**config.mk**
```make
export PLATFORM = sky130hd
export DESIGN_NAME = ev_id_arbiter_flat
export DESIGN_NICKNAME = d
export VERILOG_FILES = /design/src/rtl/ev_id_arbiter_if.sv /design/src/rtl/ev_id_arbiter.sv /design/src/flat_wrapper.sv
export SDC_FILE = /design/constraint.sdc
export NUM_CORES = 1
export LEC_CHECK = 0
export ABC_AREA = 1
export CAP_MARGIN = 20
export CORE_UTILIZATION = 53
export DETAILED_ROUTE_END_ITERATION = 12
export PLACE_DENSITY = 0.87
export SLEW_MARGIN = 25
export SYNTH_ARGS = -nofsm -noshare
export SYNTH_HDL_FRONTEND = slang
export SYNTH_SLANG_ARGS = --single-unit
export TNS_END_PERCENT = 30
```
**constraint.sdc**
```tcl
create_clock -name clk -period 3.6 [get_ports clk]
set_clock_uncertainty 0.2 [all_clocks]
set_input_delay 0.72 -clock clk [delete_from_list [all_inputs] [get_ports clk]]
set_output_delay 0.72 -clock clk [all_outputs]
set_load 0.05 [all_outputs]
```
**src/rtl/ev_id_arbiter_if.sv**
```systemverilog
// Requester, timestamper and response signals of the ID arbiter, grouped as one bundle.
// The slave modport is the arbiter's view. The master modport is the surrounding logic's view.
interface ev_id_arbiter_if #(
  parameter int N_REQ = 2,
  parameter int ID_W  = 3,
  parameter int TS_W  = 8
);
  logic [N_REQ-1:0]      req_start_valid;
  logic [N_REQ-1:0]      req_start_ready;
  logic [N_REQ*ID_W-1:0] req_start_id;
  logic [N_REQ-1:0]      req_end_valid;
  logic [N_REQ-1:0]      req_end_ready;
  logic [N_REQ*ID_W-1:0] req_end_id;
  logic                  ts_start_valid;
  logic                  ts_start_ready;
  logic [ID_W-1:0]       ts_start_id;
  logic                  ts_end_valid;
  logic                  ts_end_ready;
  logic [ID_W-1:0]       ts_end_id;
  logic                  ts_out_valid;
  logic                  ts_out_ready;
  logic [ID_W-1:0]       ts_out_id;
  logic [TS_W-1:0]       ts_out_delta;
  logic [N_REQ-1:0]      rsp_valid;
  logic [N_REQ-1:0]      rsp_ready;
  logic [ID_W-1:0]       rsp_id;
  logic [TS_W-1:0]       rsp_delta;
  logic [ID_W:0]         busy_cnt;
  logic                  err_end;

  modport slave (
    input  req_start_valid, req_end_valid, req_end_id, ts_start_ready, ts_end_ready,
           ts_out_valid, ts_out_id, ts_out_delta, rsp_ready,
    output req_start_ready, req_start_id, req_end_ready, ts_start_valid, ts_start_id,
           ts_end_valid, ts_end_id, ts_out_ready, rsp_valid, rsp_id, rsp_delta,
           busy_cnt, err_end
  );

  modport master (
    output req_start_valid, req_end_valid, req_end_id, ts_start_ready, ts_end_ready,
           ts_out_valid, ts_out_id, ts_out_delta, rsp_ready,
    input  req_start_ready, req_start_id, req_end_ready, ts_start_valid, ts_start_id,
           ts_end_valid, ts_end_id, ts_out_ready, rsp_valid, rsp_id, rsp_delta,
           busy_cnt, err_end
  );
endinterface

```
**src/rtl/ev_id_arbiter.sv**
```systemverilog
// Shares one event timestamper among N_REQ requesters. Allocates IDs, round-robins the start and end channels,
// and routes each result back to the requester that owns its ID.
module ev_id_arbiter #(
  parameter int N_REQ = 2,
  parameter int ID_W  = 3,
  parameter int TS_W  = 8
) (
  input  logic            clk,
  input  logic            rst,
  ev_id_arbiter_if.slave  bus
);
  localparam int N_ID = 1 << ID_W;
  localparam int OW   = (N_REQ > 1) ? $clog2(N_REQ) : 1;

  typedef logic [OW-1:0]   owner_t;
  typedef logic [ID_W-1:0] id_t;

  logic [N_ID-1:0] r_busy;
  logic [N_ID-1:0] r_ended;
  owner_t          r_owner [N_ID];
  owner_t          r_start_rr;
  owner_t          r_end_rr;
  logic [ID_W:0]   r_busy_cnt;
  logic            r_err_end;

  logic   w_free_found;
  id_t    w_alloc_id;
  owner_t w_start_g;
  owner_t w_end_g;
  owner_t w_out_owner;
  id_t    w_end_id;
  logic   w_start_valid;
  logic   w_start_fire;
  logic   w_any_end;
  logic   w_end_legal;
  logic   w_end_fire;
  logic   w_out_busy;
  logic   w_out_fire;
  logic   w_out_drop;

  function automatic owner_t f_rr_pick(input logic [N_REQ-1:0] req, input owner_t ptr);
    owner_t pick;
    logic   found;
    int     idx;
    pick  = '0;
    found = 1'b0;
    for (int k = 0; k < N_REQ; k++) begin
      idx = (int'(ptr) + k) % N_REQ;
      if (!found && req[idx]) begin
        pick  = owner_t'(idx);
        found = 1'b1;
      end
    end
    return pick;
  endfunction

  function automatic owner_t f_rr_next(input owner_t g);
    return owner_t'((int'(g) + 1) % N_REQ);
  endfunction

  // NOTE: every variable driven in always_comb gets a default first, so no path can infer a latch.
  always_comb begin
    w_free_found = 1'b0;
    w_alloc_id   = '0;
    for (int i = N_ID - 1; i >= 0; i--) begin
      if (!r_busy[i]) begin
        w_free_found = 1'b1;
        w_alloc_id   = id_t'(i);
      end
    end
  end

  assign w_start_g     = f_rr_pick(bus.req_start_valid, r_start_rr);
  assign w_start_valid = !rst && (|bus.req_start_valid) && w_free_found;
  assign w_start_fire  = w_start_valid && bus.ts_start_ready;

  // An illegal end never reaches the timestamper. It is consumed here and flagged.
  assign w_end_g     = f_rr_pick(bus.req_end_valid, r_end_rr);
  assign w_end_id    = bus.req_end_id[w_end_g*ID_W +: ID_W];
  assign w_any_end   = !rst && (|bus.req_end_valid);
  assign w_end_legal = r_busy[w_end_id] && !r_ended[w_end_id] && (r_owner[w_end_id] == w_end_g);
  assign w_end_fire  = w_any_end && (!w_end_legal || bus.ts_end_ready);

  assign w_out_owner = r_owner[bus.ts_out_id];
  assign w_out_busy  = r_busy[bus.ts_out_id];
  assign w_out_fire  = !rst && bus.ts_out_valid && w_out_busy && bus.rsp_ready[w_out_owner];
  assign w_out_drop  = !rst && bus.ts_out_valid && !w_out_busy;

  always_comb begin
    bus.req_start_ready = '0;
    bus.req_end_ready   = '0;
    bus.rsp_valid       = '0;
    bus.req_start_ready[w_start_g] = w_start_fire;
    bus.req_end_ready[w_end_g]     = w_end_fire;
    if (w_out_busy) bus.rsp_valid[w_out_owner] = !rst && bus.ts_out_valid;
  end

  assign bus.ts_start_valid = w_start_valid;
  assign bus.ts_start_id    = w_alloc_id;
  assign bus.req_start_id   = {N_REQ{w_alloc_id}};
  assign bus.ts_end_valid   = w_any_end && w_end_legal;
  assign bus.ts_end_id      = w_end_id;
  assign bus.ts_out_ready   = !rst && (w_out_busy ? bus.rsp_ready[w_out_owner] : 1'b1);
  assign bus.rsp_id         = bus.ts_out_id;
  assign bus.rsp_delta      = bus.ts_out_delta;
  assign bus.busy_cnt       = r_busy_cnt;
  assign bus.err_end        = r_err_end;

  // NOTE: state is updated with non-blocking assignments only, so every branch sees the pre-edge state.
  always_ff @(posedge clk) begin
    if (rst) begin
      // NOTE: the per-ID tables are real state, not a RAM, so they are cleared on reset like any flop.
      r_busy     <= '0;
      r_ended    <= '0;
      for (int i = 0; i < N_ID; i++) r_owner[i] <= '0;
      r_start_rr <= '0;
      r_end_rr   <= '0;
      r_busy_cnt <= '0;
      r_err_end  <= 1'b0;
    end else begin
      r_err_end <= (w_any_end && !w_end_legal) || w_out_drop;
      if (w_end_fire) begin
        r_end_rr <= f_rr_next(w_end_g);
        if (w_end_legal) r_ended[w_end_id] <= 1'b1;
      end
      if (w_out_fire) begin
        r_busy[bus.ts_out_id]  <= 1'b0;
        r_ended[bus.ts_out_id] <= 1'b0;
      end
      // The allocated ID was free before this edge, so it cannot collide with the ID being freed.
      if (w_start_fire) begin
        r_busy[w_alloc_id]  <= 1'b1;
        r_ended[w_alloc_id] <= 1'b0;
        r_owner[w_alloc_id] <= w_start_g;
        r_start_rr          <= f_rr_next(w_start_g);
      end
      if (w_start_fire != w_out_fire)
        r_busy_cnt <= w_start_fire ? r_busy_cnt + 1'b1 : r_busy_cnt - 1'b1;
    end
  end
endmodule

```
**src/flat_wrapper.sv**
```systemverilog
// flat-port wrapper written by rule: the top's interface ports become plain ports
module ev_id_arbiter_flat 
#(
  parameter int N_REQ = 2,
  parameter int ID_W  = 3,
  parameter int TS_W  = 8
)
  (clk, rst, bus_req_start_valid, bus_req_end_valid, bus_req_end_id, bus_ts_start_ready, bus_ts_end_ready, bus_ts_out_valid, bus_ts_out_id, bus_ts_out_delta, bus_rsp_ready, bus_req_start_ready, bus_req_start_id, bus_req_end_ready, bus_ts_start_valid, bus_ts_start_id, bus_ts_end_valid, bus_ts_end_id, bus_ts_out_ready, bus_rsp_valid, bus_rsp_id, bus_rsp_delta, bus_busy_cnt, bus_err_end);
  ev_id_arbiter_if #(.N_REQ(N_REQ), .ID_W(ID_W), .TS_W(TS_W)) bus_i ();
  input  logic clk;
  input  logic rst;
  input wire logic [$bits(bus_i.req_start_valid)-1:0] bus_req_start_valid;
  input wire logic [$bits(bus_i.req_end_valid)-1:0] bus_req_end_valid;
  input wire logic [$bits(bus_i.req_end_id)-1:0] bus_req_end_id;
  input wire logic [$bits(bus_i.ts_start_ready)-1:0] bus_ts_start_ready;
  input wire logic [$bits(bus_i.ts_end_ready)-1:0] bus_ts_end_ready;
  input wire logic [$bits(bus_i.ts_out_valid)-1:0] bus_ts_out_valid;
  input wire logic [$bits(bus_i.ts_out_id)-1:0] bus_ts_out_id;
  input wire logic [$bits(bus_i.ts_out_delta)-1:0] bus_ts_out_delta;
  input wire logic [$bits(bus_i.rsp_ready)-1:0] bus_rsp_ready;
  output wire logic [$bits(bus_i.req_start_ready)-1:0] bus_req_start_ready;
  output wire logic [$bits(bus_i.req_start_id)-1:0] bus_req_start_id;
  output wire logic [$bits(bus_i.req_end_ready)-1:0] bus_req_end_ready;
  output wire logic [$bits(bus_i.ts_start_valid)-1:0] bus_ts_start_valid;
  output wire logic [$bits(bus_i.ts_start_id)-1:0] bus_ts_start_id;
  output wire logic [$bits(bus_i.ts_end_valid)-1:0] bus_ts_end_valid;
  output wire logic [$bits(bus_i.ts_end_id)-1:0] bus_ts_end_id;
  output wire logic [$bits(bus_i.ts_out_ready)-1:0] bus_ts_out_ready;
  output wire logic [$bits(bus_i.rsp_valid)-1:0] bus_rsp_valid;
  output wire logic [$bits(bus_i.rsp_id)-1:0] bus_rsp_id;
  output wire logic [$bits(bus_i.rsp_delta)-1:0] bus_rsp_delta;
  output wire logic [$bits(bus_i.busy_cnt)-1:0] bus_busy_cnt;
  output wire logic [$bits(bus_i.err_end)-1:0] bus_err_end;
  assign bus_i.req_start_valid = bus_req_start_valid;
  assign bus_i.req_end_valid = bus_req_end_valid;
  assign bus_i.req_end_id = bus_req_end_id;
  assign bus_i.ts_start_ready = bus_ts_start_ready;
  assign bus_i.ts_end_ready = bus_ts_end_ready;
  assign bus_i.ts_out_valid = bus_ts_out_valid;
  assign bus_i.ts_out_id = bus_ts_out_id;
  assign bus_i.ts_out_delta = bus_ts_out_delta;
  assign bus_i.rsp_ready = bus_rsp_ready;
  assign bus_req_start_ready = bus_i.req_start_ready;
  assign bus_req_start_id = bus_i.req_start_id;
  assign bus_req_end_ready = bus_i.req_end_ready;
  assign bus_ts_start_valid = bus_i.ts_start_valid;
  assign bus_ts_start_id = bus_i.ts_start_id;
  assign bus_ts_end_valid = bus_i.ts_end_valid;
  assign bus_ts_end_id = bus_i.ts_end_id;
  assign bus_ts_out_ready = bus_i.ts_out_ready;
  assign bus_rsp_valid = bus_i.rsp_valid;
  assign bus_rsp_id = bus_i.rsp_id;
  assign bus_rsp_delta = bus_i.rsp_delta;
  assign bus_busy_cnt = bus_i.busy_cnt;
  assign bus_err_end = bus_i.err_end;
  ev_id_arbiter #(.N_REQ(N_REQ), .ID_W(ID_W), .TS_W(TS_W)) u_core (.clk(clk), .rst(rst), .bus(bus_i));
endmodule
```
==> flow_metrics.py, run 1 <==
metrics = {
    "synth": {
        "syn_inst": 363,
        "yosys_warnings": 0,
        "synth-seq-area-share": 0.2921,
        "ys_ff_latch": 31,
        "synth.avg_cell_area_um2": 6.608,
        "synth_cell_types": 34,
        "synth_nets": 394,
        "synth_area_mm2": 0.002399,
    },
    "sta": {
        "clock.fmax_mhz": 280.2,
        "hold_viol": 0,
        "fin_crit_ns": 3.568,
        "worst_pin_slew_ns": 0.5172,
        "rsz0062_at_grt": "true",
        "min_period_over_period": 0.9912,
        "relSlewSlack": 0.6541,
        "setup_viol": 0,
        "hold_ws_ns": 0.2773,
        "setup_slack_ns": 0.03162,
        "drv_slew": 0,
    },
    "place": {
        "pre_cts_ws_ns": -0.03207,
        "dp_hpwl_um": 5075,
        "gp_congestion": 0.9305,
        "numPortBuffers": 48,
    },
    "final_layout": {
        "areaGrowthSynthToFinish_pct": 28.90,
        "nFillCells": 349,
        "seq_area_um2": 700.7,
        "multi_input_area_mm2": 0.001383,
        "diodes": 0,
        "final_cell_mix": "88 x nand2_1, 44 x inv_1, 35 x clkdlybuf4s50_1, 34 x nand3_1, 27 x a21oi_1",
        "drive_gt1_frac": 0.1736,
        "layout_commonest_cell": "nand2_1",
        "nNetsFinal": 439,
    },
    "power_and_ir_drop": {
        "power_mw": 1.013,
        "power_density_mw_per_mm2": 327.7,
        "max-vdd-ir-drop_uv": 237.4,
        "leakage_nw": 1.292,
    },
    "global_route": {
        "grt_util_all_layers": 0.2680,
        "grt_max_degree": 18,
        "grt_pass1_wl_um": 10340,
        "grt_pass1_vias": 2320,
        "antenna_found_initial": 0,
        "gr-total-overflow": 0,
    },
    "detailed_routing": {
        "drtIter0Drc": 154,
        "route.vias.total": 2465,
        "post_drt_wl_per_cell_um": 13.75,
        "drc": 0,
        "vias_per_cell": 5.347,
        "drt_wl_total_um": 6338,
        "dr.pass1.iters": 4,
        "ant_nets": 0,
    },
    "setup_path": {
        "critPathKind": "in -> out",
        "critPathMaxFanout": 8,
        "arrival_ns": 2.65,
        "cp-end-kind": "primary output",
        "worst_ep_required_time_ns": 2.68,
        "cp-start-kind": "primary input",
    },
    "floorplanning": {
        "die_w_um": 69.27,
        "start_util": 0.5509,
        "core_area_mm2": 0.004354,
        "rows": 24,
        "ios": 65,
        "dieHeight_um": 69.27,
        "die-area_mm2": 0.004798,
    },
    "clocking": {
        "cts.sinks": 31,
        "cts_made_buffers": 5,
        "clock_latency_ns": 0.29,
        "cts_tree": "built",
        "post-cts-setup-buffers": 0,
        "clockBufferDepth": 2,
        "htree_levels": 2,
        "path_clk_slew_ns": 0.07,
        "root_buffer": "clkbuf_8",
    },
    "worst_hold_path": {
        "hp-class": "reg -> reg",
    },
    "outcome": {
        "status": "finished, final reports clean",
    },
    "job": {
        "cap_violations": 0,
    },
}
## report_power, final
part | leakage (nW) | internal, mW | switching (mW)
logic | 0.982 | 0.137 | 0.223
registers | 0.268 | 0.371 | 0.0109
clock network | 0.0422 | 0.136 | 0.135
## area by class of cell
class / instances / share of cell area
clock inverter: 1 / 0.001619
tap: 52 / 0.02104
timing repair buffer: 63 / 0.2206
inverter: 48 / 0.05828
multi-input combinational: 259 / 0.4472
clock buffer: 7 / 0.02469
sequential: 31 / 0.2266
## layer usage
metal | part of all wire | GRT usage
met4 | 0.012 | 0.08163
met1 | 0.40 | 0.3303
met2 | 0.52 | 0.4563
met3 | 0.070 | 0.06977
met5 | 0 | 0
## cell usage after synthesis, drive strengths merged
cell    instances  area [um2]
xnor2           2       17.52
o22ai           2       12.51
o21ai          20       111.4
o21a            1       7.510
dfxtp          23       460.4
a21oi          28       140.1
or2             4       25.02
inv            47       176.4
nand4          13       81.33
edfxtp          8       240.2
nand3          37       207.7
clkbuf          2       7.510
nand3b          3       22.52
nand2         108       489.2
nor3            5       25.02
clkinv          1       3.750
xor2            1       8.760
nor2           30       130.1
fa              1       20.02
a31oi           1       6.260
buf            23       172.7
ha              2       25.02
a211oi          1       7.510
## metrics by stage
| stage | std cells | utilization | cell area (um2) | setup TNS, ns |
|---|---|---|---|---|
| after floorplan | 363 | - | 2402 | 0 |
| after global placement | 453 | 0.6805 | 2963 | 0 |
| after detailed placement | 453 | 0.6805 | 2963 | -0.03278 |
| after CTS | 461 | 0.7023 | 3058 | 0 |
| after global routing | 461 | 0.7101 | 3092 | -0.07454 |
| final | 461 | 0.7101 | 3092 | 0 |
## worst paths after layout
| check | startpoint | slack, ns | cells after the start | end |
|---|---|---|---|---|
| max | bus_req_end_valid[1] | 0.03 | 16 | bus_req_end_ready[1] |
| min | u_core.r_ended[6] | 0.28 | 2 | u_core.r_ended[6] |
| max reg2reg | u_core.r_busy[3] | 1.22 | 12 | u_core.bus.busy_cnt[3] |
| min reg2reg | u_core.r_ended[6] | 0.28 | 2 | u_core.r_ended[6] |
## worst max-delay path, stage by stage
cell and delay [ns]:
clkdlybuf4s50_1 0.47, buf_6 0.15, nand2_8 0.08, nand2_1 0.08, nand2_2 0.09, nor2_4 0.14, nand3_1 0.11, nand2_2 0.13
nor2_2 0.04, nand2_2 0.08, nand3_4 0.09, nand2_4 0.10, nand2_4 0.06, nand2_2 0.07, inv_1 0.07, buf_12 0.15
## kinds of logic (layout without fill, tap and decap cells)
kind of cell	Yosys count	after routing	synth area share
compound gates	53	53	0.1189
xor+xnor	3	3	0.01096
fa+ha+maj	3	3	0.01878
buf+inv	73	119	0.1502
flops	31	31	0.2921
simple gates	200	200	0.4090
## flip-flops by register name, summed over array words and instances, names as in the netlist
signal               flops
u_core.r_end_rr          1
u_core.r_owner           8
u_core.bus.err_end       1
u_core.bus.busy_cnt      4
u_core.r_busy            8
u_core.r_ended           8
u_core.r_start_rr        1
## repair_timing
item / in CTS / in global routing
hold buffers: 0 / 0
cloned: 0 / 0
pin swaps: 0 / 5
gates resized for setup: 2 / 10
endpoints found under the setup margin: 2 / 5
(Power assumes the default switching activity.)
==> inputs of run 2 (changes only) <==
--- a/config.mk
+++ b/config.mk
@@ -9,6 +9,7 @@
 export CAP_MARGIN = 20
 export CORE_UTILIZATION = 53
 export DETAILED_ROUTE_END_ITERATION = 12
+export GPL_ROUTABILITY_DRIVEN = 0
 export PLACE_DENSITY = 0.87
 export SLEW_MARGIN = 25
 export SYNTH_ARGS = -nofsm -noshare
==> run 2 against run 1 <==
Against the previous run:
- flip-flop and latch count unchanged
- global-route usage up 0.56 points
- final cell count up 1.3%
- register-to-register slack worse by 0.12 ns
- critical endpoint unchanged
- largest cell class unchanged
- highest routed layer unchanged
==> flow_metrics.py, run 2 (synthesized netlist as in run 1, its figures left out) <==
metrics = {
    "final_layout": {
        "drive_gt1_frac": 0.2000,
        "layout_commonest_cell": "nand2_1",
        "areaGrowthSynthToFinish_pct": 32.19,
        "nNetsFinal": 445,
        "top_regs": "u_core.r_busy (8), u_core.r_ended (8), u_core.r_owner (8)",
        "seq_area_um2": 700.7,
        "nFillCells": 344,
        "final_cell_mix": "85 x nand2_1, 44 x inv_1, 34 x clkdlybuf4s50_1, 31 x nand3_1, 27 x a21oi_1",
        "fin_cells": 467,
        "post-route-util": 0.7282,
        "diodes": 0,
        "multi_input_area_mm2": 0.001421,
    },
    "setup_path": {
        "cp_top_family": "simple AND/OR/NAND/NOR gates",
        "cp-end-kind": "primary output",
        "critPathLaunch": "bus_req_end_id[3]",
        "cp_common_cell": "nand2_4",
        "crit_chain": "clkdlybuf4s50_1, nand3b_1, nand2_4, nand2_2, nand3_2, nand2_4, o21ai_4, nand3_4, nand2_4, nand2_4, nand2_2, inv_2, buf_12",
        "cp_slowest_cell": "clkdlybuf4s50_1",
        "worst-path-buf-inv": 3,
        "cp-start-kind": "primary input",
        "arrival_ns": 2.57,
        "worst_ep_required_time_ns": 2.68,
        "cp_slowest_stage_delay_ns": 0.44,
        "critPathKind": "in -> out",
        "critPathMaxFanout": 6,
        "timing.rr.start": "u_core.r_busy[3]",
    },
    "outcome": {
        "status": "finished, final reports clean",
    },
    "floorplanning": {
        "dieHeight_um": 69.27,
        "rows": 24,
        "core_area_mm2": 0.004354,
        "start_util": 0.5509,
        "die-area_mm2": 0.004798,
        "ios": 65,
        "die_w_um": 69.27,
    },
    "worst_hold_path": {
        "hp-class": "reg -> reg",
        "hp-start": "u_core.r_start_rr",
    },
    "clocking": {
        "cts.sinks": 31,
        "cts_made_buffers": 5,
        "root_buffer": "clkbuf_8",
        "cts_tree": "built",
        "cts_hold_buffers": 0,
        "htree_levels": 2,
        "clockBufferDepth": 2,
        "path_clk_slew_ns": 0.07,
        "clock_latency_ns": 0.29,
    },
    "detailed_routing": {
        "drc": 0,
        "routed.top_layer": "met4",
        "post_drt_wl_per_cell_um": 14.24,
        "wl_met2_um": 3347,
        "dr.pass1.iters": 5,
        "ant_nets": 0,
        "drt-met1-wl_um": 2702,
        "wl_met3_um": 493,
        "drt_wl_total_um": 6650,
        "drtIter0Drc": 224,
        "vias_per_cell": 5.542,
        "route.vias.total": 2588,
    },
    "global_route": {
        "grt_max_degree": 17,
        "gr-total-overflow": 0,
        "grt_pass1_wl_um": 10500,
        "antenna_found_initial": 0,
        "grt_util_all_layers": 0.2736,
        "grt_pass1_vias": 2379,
    },
    "place": {
        "pre_cts_ws_ns": -0.003496,
        "numPlacedInstances": 454,
        "numPortBuffers": 48,
        "dp_hpwl_um": 5109,
    },
    "sta": {
        "rsz0062_at_grt": "false",
        "setup_viol": 0,
        "drv_slew": 0,
        "clock.fmax_mhz": 286.4,
        "setup-tns-final_ns": 0,
        "hold_ws_ns": 0.2734,
        "fin_crit_ns": 3.492,
        "setup_slack_ns": 0.1081,
        "relSlewSlack": 0.6566,
        "hold_viol": 0,
        "worst_pin_slew_ns": 0.5135,
        "min_period_over_period": 0.9700,
    },
    "power_and_ir_drop": {
        "power_density_mw_per_mm2": 325.5,
        "leakage_nw": 1.342,
        "max-vdd-ir-drop_uv": 203.9,
    },
    "job": {
        "cap_violations": 0,
    },
}
-- run 2: per-stage QoR --
stage / instance area (um2) / power (mW)
3_3_place_gp: 2970 / 0.7283
4_1_cts: 3057 / 1.006
5_1_grt: 3171 / 1.086
6_report: 3171 / 1.032
3_5_place_dp: 2970 / 0.7370
2_1_floorplan: 2402 / 0.6398
-- run 2: repair_timing --
action                     in CTS  in global routing
buffers inserted                0                  4
resized for setup               1                 20
pin swaps                       0                 14
cloned                          0                  1
setup endpoints to repair       1                  3
-- run 2: layer usage --
layer	vias up	track usage
met4	0	0.09297
met3	16	0.06395
met1	1197	0.3333
met2	109	0.4714
met5	-	0
li1	1266	-
-- run 2: final timing paths --
kind	endpoint	cells after the start	slack, ns
min reg2reg	u_core.r_start_rr	2	0.27
max	bus_req_end_ready[1]	13	0.11
max reg2reg	u_core.bus.busy_cnt[3]	12	1.10
min	u_core.r_start_rr	2	0.27
-- run 2: area by class of cell --
class,instances,share of cell area
sequential,31,0.2210
clock inverter,1,0.001579
timing repair buffer,68,0.2277
tap,52,0.02052
clock buffer,7,0.02407
inverter,48,0.05683
multi-input combinational,260,0.4483
-- run 2: tightest hold or removal path: cells and delay by family, from the launching register on --
kind                   cells  cell delay (ns)
AOI/OAI and AO/OA          1             0.06
buffers and inverters      1             0.06
DFF                        1             0.30
-- run 2: where the power goes --
group	switching, mW	internal (mW)
sequential	0.0115	0.371
combinational	0.233	0.147
clock	0.134	0.136
==> inputs of run 3 (changes only) <==
--- a/config.mk
+++ b/config.mk
@@ -7,6 +7,7 @@
 export LEC_CHECK = 0
 export ABC_AREA = 1
 export CAP_MARGIN = 20
+export CORE_MARGIN = 2
 export CORE_UTILIZATION = 53
 export DETAILED_ROUTE_END_ITERATION = 12
 export GPL_ROUTABILITY_DRIVEN = 0
==> run 3 against run 2 <==
Against the previous run:
- clock power increased by 8.1%
- sequential share of layout area up 0.45 points
- die area grew 5.9%
- maximum frequency decreased by 1.9%
- critical path depth rose by 3
- power rose by 0.34%
- clock-buffer cell count decreased by 1
- flip-flop and latch count stayed put
- utilization is 1.5 points lower
- combinational power is 5% lower
- cell area is 2.0% lower
==> flow_metrics.py, run 3 (synthesized netlist as in run 1, its figures left out) <==
metrics = {
    "outcome": {
        "status": "finished, final reports clean",
    },
    "clocking": {
        "path_clk_slew_ns": 0.07,
        "cts.sinks": 31,
        "htree_levels": 2,
        "cts_hold_buffers": 0,
        "cts_tree": "built",
        "root_buffer": "clkbuf_8",
        "cts_made_buffers": 5,
        "clockBufferDepth": 2,
        "clock_latency_ns": 0.28,
    },
    "power_and_ir_drop": {
        "power_mw": 1.036,
        "leakage_nw": 1.304,
        "p_sw_mw": 0.3756,
        "max-vdd-ir-drop_uv": 191.2,
        "power_density_mw_per_mm2": 333.3,
        "p_comb_frac": 0.349,
        "intPower_mw": 0.6600,
        "seq_power_share": 0.369,
        "switching_share": 0.3627,
        "p_clk_frac": 0.282,
    },
    "setup_path": {
        "critPathLaunch": "bus_req_end_valid[1]",
        "rrSetupSlack_ns": 1.13,
        "critPathKind": "in -> out",
        "cp-start-kind": "primary input",
        "critPathMaxFanout": 8,
        "cp_common_cell": "nand2_2",
        "timing.rr.start": "u_core.r_busy[3]",
        "r2r-end": "u_core.bus.busy_cnt[3]",
        "arrival_ns": 2.64,
        "cp_slowest_cell": "clkdlybuf4s50_1",
        "crit_chain": "clkdlybuf4s50_1, buf_6, nand2_8, nand2_1, nand2_2, nor2_4, nand3_1, nand2_2, nor2_1, nand2_2, nand3_4, nand2_4, nand2_4, nand2_2, inv_1, buf_12",
        "ff2ff_path_depth": 12,
        "worst_ep_required_time_ns": 2.68,
        "cp_slowest_stage_delay_ns": 0.47,
        "cp-end-kind": "primary output",
    },
    "global_route": {
        "antenna_found_initial": 0,
        "grt_max_degree": 16,
        "grt_util_all_layers": 0.2671,
        "grt_pass1_wl_um": 10850,
        "gr-total-overflow": 0,
        "grt_pass1_vias": 2421,
    },
    "worst_hold_path": {
        "hp-start": "u_core.r_start_rr",
        "hold_depth": 2,
        "min_to": "u_core.r_start_rr",
        "hp-class": "reg -> reg",
    },
    "final_layout": {
        "final_cell_mix": "88 x nand2_1, 44 x inv_1, 34 x nand3_1, 34 x clkdlybuf4s50_1, 27 x a21oi_1",
        "top_regs": "u_core.r_busy (8), u_core.r_ended (8), u_core.r_owner (8)",
        "areaGrowthSynthToFinish_pct": 29.53,
        "layout_commonest_cell": "nand2_1",
        "drive_gt1_frac": 0.1760,
        "nNetsFinal": 439,
        "diodes": 0,
    },
    "floorplanning": {
        "start_util": 0.5509,
        "core_area_mm2": 0.004354,
        "die-area_mm2": 0.005079,
        "rows": 24,
        "die_w_um": 71.27,
        "dieHeight_um": 71.27,
        "ios": 65,
    },
    "sta": {
        "fin_crit_ns": 3.561,
        "clock.fmax_mhz": 280.9,
        "relSlewSlack": 0.6504,
        "setup_viol": 0,
        "hold_ws_ns": 0.2718,
        "setup_slack_ns": 0.03942,
        "drv_slew": 0,
        "rsz0062_at_grt": "true",
        "worst_pin_slew_ns": 0.5228,
        "min_period_over_period": 0.9890,
        "hold_viol": 0,
    },
    "detailed_routing": {
        "dr.pass1.iters": 6,
        "drtIter0Drc": 257,
        "ant_nets": 0,
        "vias_per_cell": 5.657,
        "post_drt_wl_per_cell_um": 14.56,
        "route.vias.total": 2608,
        "drc": 0,
        "drt_wl_total_um": 6711,
    },
    "job": {
        "cap_violations": 0,
    },
    "place": {
        "numPortBuffers": 48,
        "dp_hpwl_um": 5274,
        "pre_cts_ws_ns": -0.009346,
    },
}
## run 3: changes by cell type in the layout (fill, tap and decap cells not counted), sizes merged
cell,previous run,this run
clkinvlp,0,1
nand2,109,108
clkbuf,7,6
buf,32,27
## run 3: final cells by class
| type | instances | area, um2 |
|---|---|---|
| multi-input cells | 259 | 1383 |
| well taps | 52 | 65.06 |
| clock inverters | 2 | 11.26 |
| clock buffers | 6 | 82.58 |
| flip-flops and latches | 31 | 700.7 |
| inverters | 48 | 180.2 |
| fillers | 341 | 1247 |
| repair buffers | 63 | 684.4 |
## run 3: timing repair
action,in CTS,in global routing
pin swaps,0,6
endpoints found under the setup margin,1,5
resized for setup,1,12
buffers inserted,0,0
## run 3: per-stage QoR
stage	utilization	area (um2)	TNS [ns]	instances
floorplan	-	2402	0	363
global placement	0.6805	2963	0	453
detailed placement	0.6805	2963	-0.009346	453
CTS	0.7032	3062	0	461
global route	0.7135	3107	-0.1097	461
finish	0.7135	3107	0	461
## run 3: worst max path at each step
stage                                 to  cells after the start  slack, ns
global placement    bus_req_end_ready[1]                     16       0.06
detailed placement  bus_req_end_ready[1]                     16     -0.009
finish              bus_req_end_ready[1]                     16       0.04
floorplan               bus_ts_end_valid                     11        0.1
global route        bus_req_end_ready[1]                     16      -0.08
CTS                 bus_req_end_ready[1]                     16       0.01
## run 3: power groups by stage
stage	combinational, mW	clock (mW)	sequential, mW
finish	0.361	0.292	0.382
global route	0.387	0.311	0.384
CTS	0.350	0.296	0.382
detailed placement	0.348	0	0.390
global placement	0.340	0	0.389
floorplan	0.237	0	0.402
## run 3: critical path: cells and delay by family
family | cells | cell delay [ns]
AND/OR/NAND/NOR | 12 | 1.07
buffers and inverters | 4 | 0.82
## run 3: layer usage
layer / GRT usage / up-vias / wire length (um)
met5: 0 / - / 0
met4: 0.09853 / 0 / 194
met3: 0.06048 / 19 / 554
met2: 0.4568 / 146 / 3311
met1: 0.3286 / 1189 / 2651
li1: - / 1254 / -
